$ cat src/rtl/rot_knob_pkg.sv
// Shared constants for the rotary-encoder controller: FSM encoding, acceleration
// constants and the channel-index width helper.
package rot_knob_pkg;

    localparam logic [1:0] ST_NAV    = 2'd0;
    localparam logic [1:0] ST_EDIT   = 2'd1;
    localparam logic [1:0] ST_COMMIT = 2'd2;

    localparam int ACCEL_GAP   = 1 << 20;
    localparam int ACCEL_STEP  = 4;
    // One extra bit so the counter can sit at or above ACCEL_GAP.
    localparam int ACCEL_CNT_W = $clog2(ACCEL_GAP) + 1;

    function automatic int ch_w(input int n);
        return (n <= 2) ? 1 : $clog2(n);
    endfunction

endpackage

$ cat src/rtl/rot_knob_ctrl_btn_debounce.sv
// Push-button conditioning: 2-FF synchronizer, stability counter and a
// one-cycle press pulse on the debounced rising edge.
module btn_debounce
    import rot_knob_pkg::*;
#(
    parameter int DB_CYCLES = 16
) (
    input  logic clk,
    input  logic rst,
    input  logic btn,
    output logic press,
    output logic level
);

    localparam int CNT_W = $clog2(DB_CYCLES + 1);

    logic             sync_a;
    logic             sync_b;
    logic [CNT_W-1:0] cnt;

    // cnt counts consecutive synchronized samples that disagree with level;
    // the DB_CYCLES-th such sample flips level.
    always_ff @(posedge clk) begin
        if (rst) begin
            sync_a <= 1'b0;
            sync_b <= 1'b0;
            level  <= 1'b0;
            cnt    <= '0;
            press  <= 1'b0;
        end else begin
            sync_a <= btn;
            sync_b <= sync_a;
            press  <= 1'b0;
            if (sync_b == level) begin
                cnt <= '0;
            end else if (cnt == CNT_W'(DB_CYCLES - 1)) begin
                level <= sync_b;
                cnt   <= '0;
                press <= sync_b;
            end else begin
                cnt <= cnt + 1'b1;
            end
        end
    end

endmodule

$ cat src/rtl/rot_knob_ctrl.sv
// Rotary input controller: NAV selects a channel, EDIT adjusts a shadow value,
// COMMIT hands the value downstream. Optional step acceleration.
module rot_knob_ctrl
    import rot_knob_pkg::*;
#(
    parameter int N_CH      = 4,
    parameter int VAL_W     = 8,
    parameter int DB_CYCLES = 16,
    parameter int INIT_VAL  = 0
) (
    input  logic                      clk,
    input  logic                      rst,
    input  logic                      event_i,
    input  logic                      right_i,
    input  logic                      btn_i,
    output logic [ch_w(N_CH)-1:0]     sel_o,
    output logic                      edit_o,
    output logic [VAL_W-1:0]          edit_val_o,
    output logic [N_CH*VAL_W-1:0]     vals_o,
    output logic                      upd_valid_o,
    output logic [ch_w(N_CH)-1:0]     upd_ch_o,
    output logic [VAL_W-1:0]          upd_val_o,
    input  logic                      upd_ready_i
);

    localparam int                CH_W    = ch_w(N_CH);
    localparam int                SUM_W   = VAL_W + 1;
    localparam logic [CH_W-1:0]   SEL_MAX = CH_W'(N_CH - 1);
    localparam logic [VAL_W-1:0]  INIT_V  = VAL_W'(INIT_VAL);

    logic [1:0]       state;
    logic [CH_W-1:0]  sel;
    logic [VAL_W-1:0] edit_val;
    logic [VAL_W-1:0] vals [N_CH];
    logic             upd_valid;
    logic [CH_W-1:0]  upd_ch;
    logic [VAL_W-1:0] upd_val;

    logic             press;
    logic             btn_level;
    logic [SUM_W-1:0] step;
    logic [SUM_W-1:0] sum;
    logic [VAL_W-1:0] up_val;
    logic [VAL_W-1:0] dn_val;
    logic [CH_W-1:0]  sel_next;

    btn_debounce #(
        .DB_CYCLES (DB_CYCLES)
    ) u_btn_debounce (
        .clk   (clk),
        .rst   (rst),
        .btn   (btn_i),
        .press (press),
        .level (btn_level)
    );

`ifdef ROT_KNOB_ACCEL_EN
    logic [ACCEL_CNT_W-1:0] gap_cnt;
    logic                   ev_taken;

    // An event is accepted only where the FSM acts on it (press wins).
    assign ev_taken = event_i && !press && (state == ST_NAV || state == ST_EDIT);

    always_ff @(posedge clk) begin
        if (rst) begin
            gap_cnt <= '0;
        end else if (ev_taken) begin
            gap_cnt <= '0;
        end else if (gap_cnt != '1) begin
            gap_cnt <= gap_cnt + 1'b1;
        end
    end

    assign step = (gap_cnt < ACCEL_CNT_W'(ACCEL_GAP)) ? SUM_W'(ACCEL_STEP) : SUM_W'(1);
`else
    assign step = SUM_W'(1);
`endif

    // Saturating shadow-value arithmetic; no wrap in either direction.
    always_comb begin
        sum    = {1'b0, edit_val} + step;
        up_val = sum[VAL_W] ? '1 : sum[VAL_W-1:0];
        dn_val = ({1'b0, edit_val} < step) ? '0 : (edit_val - step[VAL_W-1:0]);
    end

    always_comb begin
        sel_next = sel;
        if (right_i) begin
            sel_next = (sel == SEL_MAX) ? '0 : sel + 1'b1;
        end else begin
            sel_next = (sel == '0) ? SEL_MAX : sel - 1'b1;
        end
    end

    always_ff @(posedge clk) begin
        if (rst) begin
            state     <= ST_NAV;
            sel       <= '0;
            edit_val  <= INIT_V;
            upd_valid <= 1'b0;
            upd_ch    <= '0;
            upd_val   <= '0;
            for (int k = 0; k < N_CH; k++) begin
                vals[k] <= INIT_V;
            end
        end else begin
            case (state)
                ST_NAV: begin
                    if (press) begin
                        edit_val <= vals[sel];
                        state    <= ST_EDIT;
                    end else if (event_i) begin
                        sel <= sel_next;
                    end
                end
                ST_EDIT: begin
                    if (press) begin
                        vals[sel] <= edit_val;
                        upd_ch    <= sel;
                        upd_val   <= edit_val;
                        upd_valid <= 1'b1;
                        state     <= ST_COMMIT;
                    end else if (event_i) begin
                        edit_val <= right_i ? up_val : dn_val;
                    end
                end
                ST_COMMIT: begin
                    if (upd_ready_i) begin
                        upd_valid <= 1'b0;
                        state     <= ST_NAV;
                    end
                end
                default: begin
                    state <= ST_NAV;
                end
            endcase
        end
    end

    assign sel_o       = sel;
    assign edit_o      = (state == ST_EDIT);
    assign edit_val_o  = edit_val;
    assign upd_valid_o = upd_valid;
    assign upd_ch_o    = upd_ch;
    assign upd_val_o   = upd_val;

    for (genvar g = 0; g < N_CH; g++) begin : g_pack
        assign vals_o[g*VAL_W +: VAL_W] = vals[g];
    end

endmodule

$ cat config.mk
export PLATFORM = sky130hd
export DESIGN_NAME = rot_knob_ctrl
export DESIGN_NICKNAME = d
export VERILOG_FILES = /design/src/rtl/rot_knob_pkg.sv /design/src/rtl/rot_knob_ctrl_btn_debounce.sv /design/src/rtl/rot_knob_ctrl.sv
export SDC_FILE = /design/constraint.sdc
export NUM_CORES = 1
export LEC_CHECK = 0
export ABC_AREA = 1
export CORE_ASPECT_RATIO = 0.75
export CORE_UTILIZATION = 36
export DETAILED_ROUTE_END_ITERATION = 8
export GPL_TIMING_DRIVEN = 0
export PLACE_DENSITY_LB_ADDON = 0.12
export SYNTH_ARGS = -nofsm -noshare
export SYNTH_HDL_FRONTEND = slang
export SYNTH_SLANG_ARGS = --single-unit
$ cat constraint.sdc
create_clock -name clk -period 4.3 [get_ports clk]
set_input_delay 0.43 -clock clk [delete_from_list [all_inputs] [get_ports clk]]
set_output_delay 0.43 -clock clk [all_outputs]
set_load 0.01 [all_outputs]
## After elaboration in Yosys (flattened, before gate mapping)

Memories as Yosys holds them, arrays and structs flattened. A register that Yosys moved wholly into a read port is not among the register bits.
Cells that the tools add are included.

| word-level totals | value |
|---|---|
| bits in registers | 32 |
| memories kept | 1 |
| word-level logic and storage cells | 72 |
| output and inout bits | 54 |
| input port bits | 6 |
| memory bits (writable) | 32 |

| operators by class | value |
|---|---|
| bitwise logic cells | 3 |
| add/subtract/negate cells | 5 |
| magnitude comparators | 1 |
| eq/ne operators | 10 |
| reductions and logical operators | 13 |
| multiplexer cells | 28 |

Memory list:

| name | words | width | read ports | clocked after memory_dff | wr ports | RTL line | RTL |
|---|---|---|---|---|---|---|---|
| vals | 4 | 8 | 5 | 1 | 4 | rot_knob_ctrl.sv:34 | `logic [VAL_W-1:0] vals [N_CH];` |

Operator list:

| kind | number |
|---|---|
| $mux 8 | 7 |
| $mux 2 | 9 |
| $pmux 8 s2 | 1 |
| $add 8x1->9 const B | 1 |
| $mux 1 | 9 |
| $reduce_and 3->1 | 3 |
| $lt 8x1->1 const B | 1 |
| $reduce_or 8->1 | 1 |
| $sub 8x1->8 const B | 1 |
| $ne 2x2->1 const B | 3 |
| $pmux 2 s3 | 1 |
| $reduce_or 3->1 | 2 |
| $add 5x1->5 const B | 1 |
| $eq 5x4->1 const B | 1 |
| $eq 2x2->1 const B | 2 |
| $logic_not 2->1 | 2 |
| $ne 2x1->1 const B | 2 |
| $reduce_and 2->1 | 2 |
| $reduce_and 4->1 | 1 |
| $reduce_bool 2->1 | 2 |
| $not 1->1 | 3 |
| $add 2x1->2 const B | 1 |
| $eq 2x1->1 const B | 1 |
| $pmux 1 s2 | 1 |
| 2 further kinds | 2 |

## Longest topological paths before layout

Gate-level depths: netlist of run 1.

| logic depth | value |
|---|---|
| word-level depth | 6 |
| depth in mapped cells | 11 |
| depth with buffers taken out | 11 |

## Hierarchy

From an unflattened synthesis of run 1, not the netlist that was laid out.

| second synthesis, totals | value |
|---|---|
| cells, all modules | 379 |
| area total of the unflattened synthesis | 3168.0 um2 |

By module, submodules not included:

| module | instances | sequential area each (um2) | cells each | area an instance (um2) |
|---|---|---|---|---|
| rot_knob_ctrl | 1 | 1461.4 | 337 | 2826.5 |
| btn_debounce | 1 | 180.2 | 42 | 341.6 |

## Worst setup path after synthesis of run 1

Ideal clock, no wire load.

| timing | value |
|---|---|
| path kind | register -> register |
| start point | reg state[0] |
| end point | mem vals[3][0] (enable) |
| data required time | 3.913 ns |
| cell stages (with the launch flop) | 8 |
| arrival | 1.688 ns |
| buffers on the path | 1 |
| path slack | 2.225 ns |
| setup time | 0.387 ns |
| period minus slack after synthesis | 2.075 ns |
| path through | dfxtp_1 inv_2 nor2_8 inv_2 nor2_2 inv_2 clkbuf_1 o31ai_1 |

RTL lines:

| item | RTL line | RTL |
|---|---|---|
| start, declared | rot_knob_ctrl.sv:31 | `logic [1:0] state;` |
| start signal, assigned | rot_knob_ctrl.sv:97 | `state <= ST_NAV;` |
| start signal, assigned | rot_knob_ctrl.sv:111 | `state <= ST_EDIT;` |
| start signal, assigned | rot_knob_ctrl.sv:122 | `state <= ST_COMMIT;` |
| end, declared | rot_knob_ctrl.sv:34 |  |

==> results of run 1 <==
## cell type report
class	count	area, sq um	area share [%]
sequential	66	1642	39.91
multi-input combinational	239	1231	29.94
timing repair buffer	58	578.1	14.06
clock buffer	9	225.2	5.476
inverter	38	142.6	3.468
tap	105	131.4	3.194
clock inverter	7	101.3	2.464
buffer	13	61.31	1.491
## metal layers
metal  up-vias  share of wire, %  GRT usage, %
met3         4               6.2         5.556
li1       1361                 -             -
met2        88                42         33.54
met4         0              0.85         6.892
met1      1295                51         31.75
met5         -                 0             0
## Yosys cell counts, drive strengths merged
cell    number
a21oi       15
a221oi       1
a31o         7
a31oi        1
buf          5
clkbuf       8
dfxtp       34
edfxtp      32
ha           6
inv         38
nand2       42
nand3       30
nand4        4
nor2        77
nor3         3
nor3b        1
nor4         1
o21ai       36
o21bai       1
o221ai       6
o22ai        1
o31ai        2
o41ai        1
xnor2        2
xor2         2
## critical path: cells and delay by family (launching register included)
family / cells / cell delay (ns)
flops: 1 / 0.37
compound gates: 1 / 0.54
buf+inv: 5 / 0.86
simple gates: 2 / 0.29
## cells in the final DEF, fill, tap and decap left out, types with 2 or more instances in the layout
master / count
nor2_1: 67
clkdlybuf4s50_1: 57
nand2_1: 42
dfxtp_1: 34
edfxtp_1: 32
nand3_1: 30
o21ai_0: 27
inv_1: 24
a21oi_1: 15
inv_2: 14
o21ai_1: 9
clkbuf_16: 9
nor2_2: 8
clkbuf_1: 8
a31o_1: 7
o221ai_1: 6
ha_1: 6
buf_2: 4
nand4_1: 4
nor3_1: 3
xnor2_1: 2
xor2_1: 2
bufinv_16: 2
## per-stage QoR
step           util [%]  cells
4_1_cts           50.82    535
2_1_floorplan         -    356
3_3_place_gp      46.63    518
3_5_place_dp      46.78    519
5_1_grt           50.82    535
6_report          50.82    535
## where the power goes
part | switching, W | leakage (nW) | internal (W)
clock | 0.000291 | 0.158 | 0.000513
sequential | 0.0000134 | 0.599 | 0.000674
combinational | 0.0000693 | 0.774 | 0.0000469
## cell families after synthesis
| group | after synthesis |
|---|---|
| buffers and inverters | 51 |
| AO/OA/AOI/OAI | 71 |
| XOR/XNOR | 4 |
| AND/OR/NAND/NOR | 158 |
| flip-flops | 66 |
| adder cells (fa/ha/maj) | 6 |
## registers in the layout, summed over array words and instances (netlist names), named ones only
signal	cells
edit_val_o	8
sel_o	2
state	2
u_btn_debounce.cnt	5
u_btn_debounce.level	1
u_btn_debounce.press	1
u_btn_debounce.sync_a	1
u_btn_debounce.sync_b	1
upd_ch_o	2
upd_val_o	8
upd_valid_o	1
vals	32
## worst paths after layout
| check | from | end | slack, ns | cells past startpoint |
|---|---|---|---|---|
| worst max register to register | state[0]$_SDFFE_PP0P_ | vals[3][2]$_DFFE_PP_ | 1.94 | 8 |
| worst min-delay path | u_btn_debounce.sync_a$_SDFF_PP0_ | u_btn_debounce.sync_b$_SDFF_PP0_ | 0.40 | 2 |
| worst min register to register | u_btn_debounce.sync_a$_SDFF_PP0_ | u_btn_debounce.sync_b$_SDFF_PP0_ | 0.40 | 2 |
| worst max-delay path | state[0]$_SDFFE_PP0P_ | vals[3][2]$_DFFE_PP_ | 1.94 | 8 |
==> reports/results.txt, run 1 <==
run status -> finished, final reports clean
largest net degree at the start of global routing -> 14
num ports -> 60
final WL -> 9.107 mm
drt first pass iters -> 5
synthesis-stage register bit count -> 66
Total Die Area -> 0.008910 sq mm
CP arrival -> 2.40 ns
Syn Area/Cell -> 8.628 sq um
postcts setup bufs -> 0
Gate Count Post-Synth -> 356
PostCTS Resize Cnt -> 0
number of synthesis warnings -> 0
Hold Violations, Final -> 0
fmax -> 423.5 MHz
WHS -> 0.4047 ns
Slowest-stage cell, CP -> o31ai_2
setup TNS -> 0 ns
post-synthesis simple-gate area fraction -> 22.61%
fill count -> 808
vias -> 2,748
Critical Path RT -> 4.34 ns
endpoints failing setup -> 0
crit path time final -> 2.361 ns
power per cell area -> 391.1 mW/mm^2
remaining antenna violation count -> 0
crit path max fanout -> 10
period utilization -> 54.91%
RSZ-0062 raised after global routing -> false
Worst Slack Setup Final -> 1.939 ns
first-pass GRT wire length -> 14.38 mm
clock tree sinks -> 66
clk buf depth -> 2
clk slew on worst S/H paths -> 0.06 ns
wire length per cell -> 17.02 um
post-synth top area share -> 31.28%
TritonCTS Buffers -> 9
CTS tree -> done
Tightest Hold Check Type -> register to register
# nets final -> 437
post-DP HPWL -> 6.638 mm
leakage -> 1.530 nW
Yosys top cell by area -> edfxtp_1
DRT iter0 DRCs -> 180
Mapped Nets -> 368
I/O Buffers -> 57
synth unique cells -> 31
DRC viols -> 0
Die Y -> 82.00 um
max-cap viol count -> 0
DIE WIDTH -> 108.7 um
worst slew pin tran -> 0.6680 ns
root buf cell -> clkbuf_16
xor/xnor cell area share of the yosys netlist -> 1.141%
Worst setup SP type -> register
Seq/Total Area, Yosys -> 53.44%
VDD IR max -> 0.2783 mV
Slew Limit Fails -> 0
top post-synthesis cells by area -> edfxtp_1 (31%), dfxtp_1 (22%), nor2_1 (8.2%), nand2_1 (5.1%), nand3_1 (4.9%)
skew final -> 0.007882 ns
via/cell ratio -> 5.136
share of layout cells above drive strength 1 -> 10.93%
H-Tree Depth -> 3
All-Layer GR Usage -> 22.40%
mapped cell area -> 0.003072 sq mm
crit end category -> register
GPL Wtd Cong -> 0.8792
mux contribution to synthesized area -> 0%
Post-Synth Adder-Cell Area -> 2.444%
Rel. slew slack -> 55.47%
main combinational cell family by area after synthesis -> simple AND/OR/NAND/NOR gates
slowest stage delay, CP -> 0.54 ns
post-route cell area -> 0.004113 sq mm
starting density of the core -> 37.96%
FP Rows -> 28
clock latency on the worst-skew pair -> 0.33 ns
initial antenna violation count -> 0
critical-path cell list -> inv_2 > nor2_8 > inv_2 > nor2_2 > inv_2 > clkbuf_1 > o31ai_2 > buf_4
Tot Pwr -> 0.001609 W
most frequent CP cell -> inv_2
Placed Area -> 0.003786 sq mm
CTS Hold Bufs -> 0
post-place setup slack -> 1.964 ns
total grt overflow -> 0
vias in the first global route -> 2,669
Placeable Area -> 0.008093 sq mm
Ant. Diodes -> 0
Compound-Gate Fraction of Synth Area -> 13.73%
Worst Path Class, Setup -> register to register
area delta synth->final -> 33.89%
(Power assumes the default switching activity.)
==> run 2: changes to the inputs <==
Clock period 4.3 ns to 2.12 ns, I/O delays scaled along.
==> reports/results.txt, run 2 (synthesized netlist as in run 1, its figures left out) <==
run status -> finished, final reports clean (unchanged)
Rel. slew slack -> 49.06% (was 55.47%)
Hold Violations, Final -> 0 (unchanged)
crit path max fanout -> 10 (unchanged)
share of layout cells above drive strength 1 -> 12.99% (was 10.93%)
clock latency on the worst-skew pair -> 0.34 ns (was 0.33 ns)
TritonCTS Buffers -> 9 (unchanged)
clk slew on worst S/H paths -> 0.06 ns (about the same)
endpoints failing setup -> 0 (unchanged)
Placeable Area -> 0.008093 sq mm (unchanged)
Total Die Area -> 0.008910 sq mm (unchanged)
post-DP HPWL -> 6.638 mm (unchanged)
initial antenna violation count -> 0 (unchanged)
crit path time final -> 1.962 ns (was 2.361 ns)
num ports -> 60 (unchanged)
# nets final -> 438 (was 437)
skew final -> 0.008416 ns (was 0.007882 ns)
Worst setup SP type -> register (unchanged)
CTS tree -> done (unchanged)
worst slew pin tran -> 0.7641 ns (was 0.6680 ns)
leakage -> 1.540 nW (was 1.530 nW)
crit end category -> register (unchanged)
fmax -> 509.6 MHz (was 423.5 MHz)
final WL -> 9.103 mm (was 9.107 mm)
H-Tree Depth -> 3 (unchanged)
All-Layer GR Usage -> 22.44% (was 22.40%)
DIE WIDTH -> 108.7 um (unchanged)
FF-to-FF path depth -> 8 (unchanged)
Most Crowded Layer GR -> met2 (unchanged)
non-filler cells, final -> 536 (was 535)
clock tree sinks -> 66 (unchanged)
Critical Path RT -> 2.16 ns (was 4.34 ns)
period utilization -> 92.57% (was 54.91%)
power per cell area -> 786.7 mW/mm^2 (was 391.1 mW/mm^2)
vias in the first global route -> 2,657 (was 2,669)
Tightest Hold Check Type -> input port to register (was register to register)
max-cap viol count -> 0 (unchanged)
M3 GR Usage -> 5.556% (unchanged)
RSZ-0062 raised after global routing -> false (unchanged)
fill count -> 801 (was 808)
Reg with most FFs -> vals (unchanged)
area delta synth->final -> 35.76% (was 33.89%)
max reg flops -> 32 (unchanged)
commonest cells after routing, fill and taps aside -> nor2_1 (66), clkdlybuf4s50_1 (57), nand2_1 (39) (was nor2_1 (67), clkdlybuf4s50_1 (57), nand2_1 (42))
FF+latch area -> 0.001642 sq mm (unchanged)
via/cell ratio -> 5.140 (was 5.136)
FP Rows -> 28 (unchanged)
CP arrival -> 2.01 ns (was 2.40 ns)
first-pass GRT wire length -> 14.38 mm (unchanged)
clk buf depth -> 2 (unchanged)
starting density of the core -> 37.96% (unchanged)
met2 Use GR -> 33.99% (was 33.54%)
vias -> 2,755 (was 2,748)
DRC viols -> 0 (unchanged)
hold depth -> 2 (unchanged)
Slew Limit Fails -> 0 (unchanged)
leading cell type in the layout, fill and taps excluded -> nor2_1 (unchanged)
Util after Layout -> 51.53% (was 50.82%)
Worst Path Class, Setup -> register to register (unchanged)
met1 usage -> 31.85% (was 31.75%)
remaining antenna violation count -> 0 (unchanged)
total grt overflow -> 0 (unchanged)
VDD IR max -> 0.5673 mV (was 0.2783 mV)
root buf cell -> clkbuf_16 (unchanged)
Ant. Diodes -> 0 (unchanged)
area occupied by multi-input gates -> 0.001280 sq mm (was 0.001231 sq mm)
DRT iter0 DRCs -> 184 (was 180)
DP Cell Count -> 519 (unchanged)
wire length per cell -> 16.98 um (was 17.02 um)
I/O Buffers -> 57 (unchanged)
drt first pass iters -> 4 (was 5)
largest net degree at the start of global routing -> 14 (unchanged)
GPL Wtd Cong -> 0.8792 (unchanged)
Die Y -> 82.00 um (unchanged)
run 2: through the flow:
stage | setup TNS, ns | hold WS [ns] | cell area, sq um | setup slack (ns) | power [W]
final | 0 | 0.2256 | 4170 | 0.1575 | 0.003281
after global routing | 0 | 0.2333 | 4170 | 0.003654 | 0.003377
after CTS | 0 | 0.2248 | 4140 | 0.001023 | 0.003293
after detailed placement | -3.182 | 0.3953 | 3786 | -0.2164 | 0.001658
after global placement | -9.155 | 0.3965 | 3774 | -0.9292 | 0.001650
after floorplan | 0 | 0.3014 | 3072 | 0.04493 | 0.001534
run 2: layer usage:
layer / part of all wire [%] / up-vias
li1: - / 1364
met3: 7.8 / 6
met1: 50 / 1288
met5: 0 / -
met2: 42 / 97
met4: 0.83 / 0
run 2: repair_timing:
item	4_1_cts	5_1_grt
gates resized for setup	5	8
hold buffers	0	0
setup buffers	1	0
setup endpoints to repair	24	35
pin swaps	1	0
run 2: critical path, stage by stage (launching register included):
cell     delay (ns)
dfxtp_1        0.37
inv_2          0.09
nor2_8         0.18
inv_2          0.13
nor2_2         0.11
inv_2          0.06
buf_2          0.22
o31ai_4        0.29
buf_4          0.20
run 2: where the power goes:
group          internal (W)  leakage, nW  total, W  switching (W)
logic             0.0000987        0.783  0.000245       0.000147
registers           0.00137        0.599   0.00139      0.0000274
clock network       0.00104        0.158   0.00164       0.000599
total               0.00251         1.54   0.00328       0.000773
run 2: area by class of cell:
cell class                      instances  area share (%)
Clock inverter                          7           2.430
Multi-Input combinational cell        239           30.69
Clock buffer                            9           5.401
Timing Repair Buffer                   59           14.04
Tap cell                              105           3.150
Buffer                                 13           1.500
Sequential cell                        66           39.36
Inverter                               38           3.420
run 2: worst paths after layout:
kind / from / to / slack [ns]
setup / recovery: state[0]$_SDFFE_PP0P_ / vals[3][2]$_DFFE_PP_ / 0.16
hold / removal: rst / u_btn_debounce.sync_b$_SDFF_PP0_ / 0.23
setup reg to reg: state[0]$_SDFFE_PP0P_ / vals[3][2]$_DFFE_PP_ / 0.16
hold reg to reg: u_btn_debounce.sync_a$_SDFF_PP0_ / u_btn_debounce.sync_b$_SDFF_PP0_ / 0.40
==> run 3: changes to the inputs <==
Settings changed: SLEW_MARGIN set to 20.
==> results of run 3 <==
Final layout, timing and power as in run 2 (identical DEF).
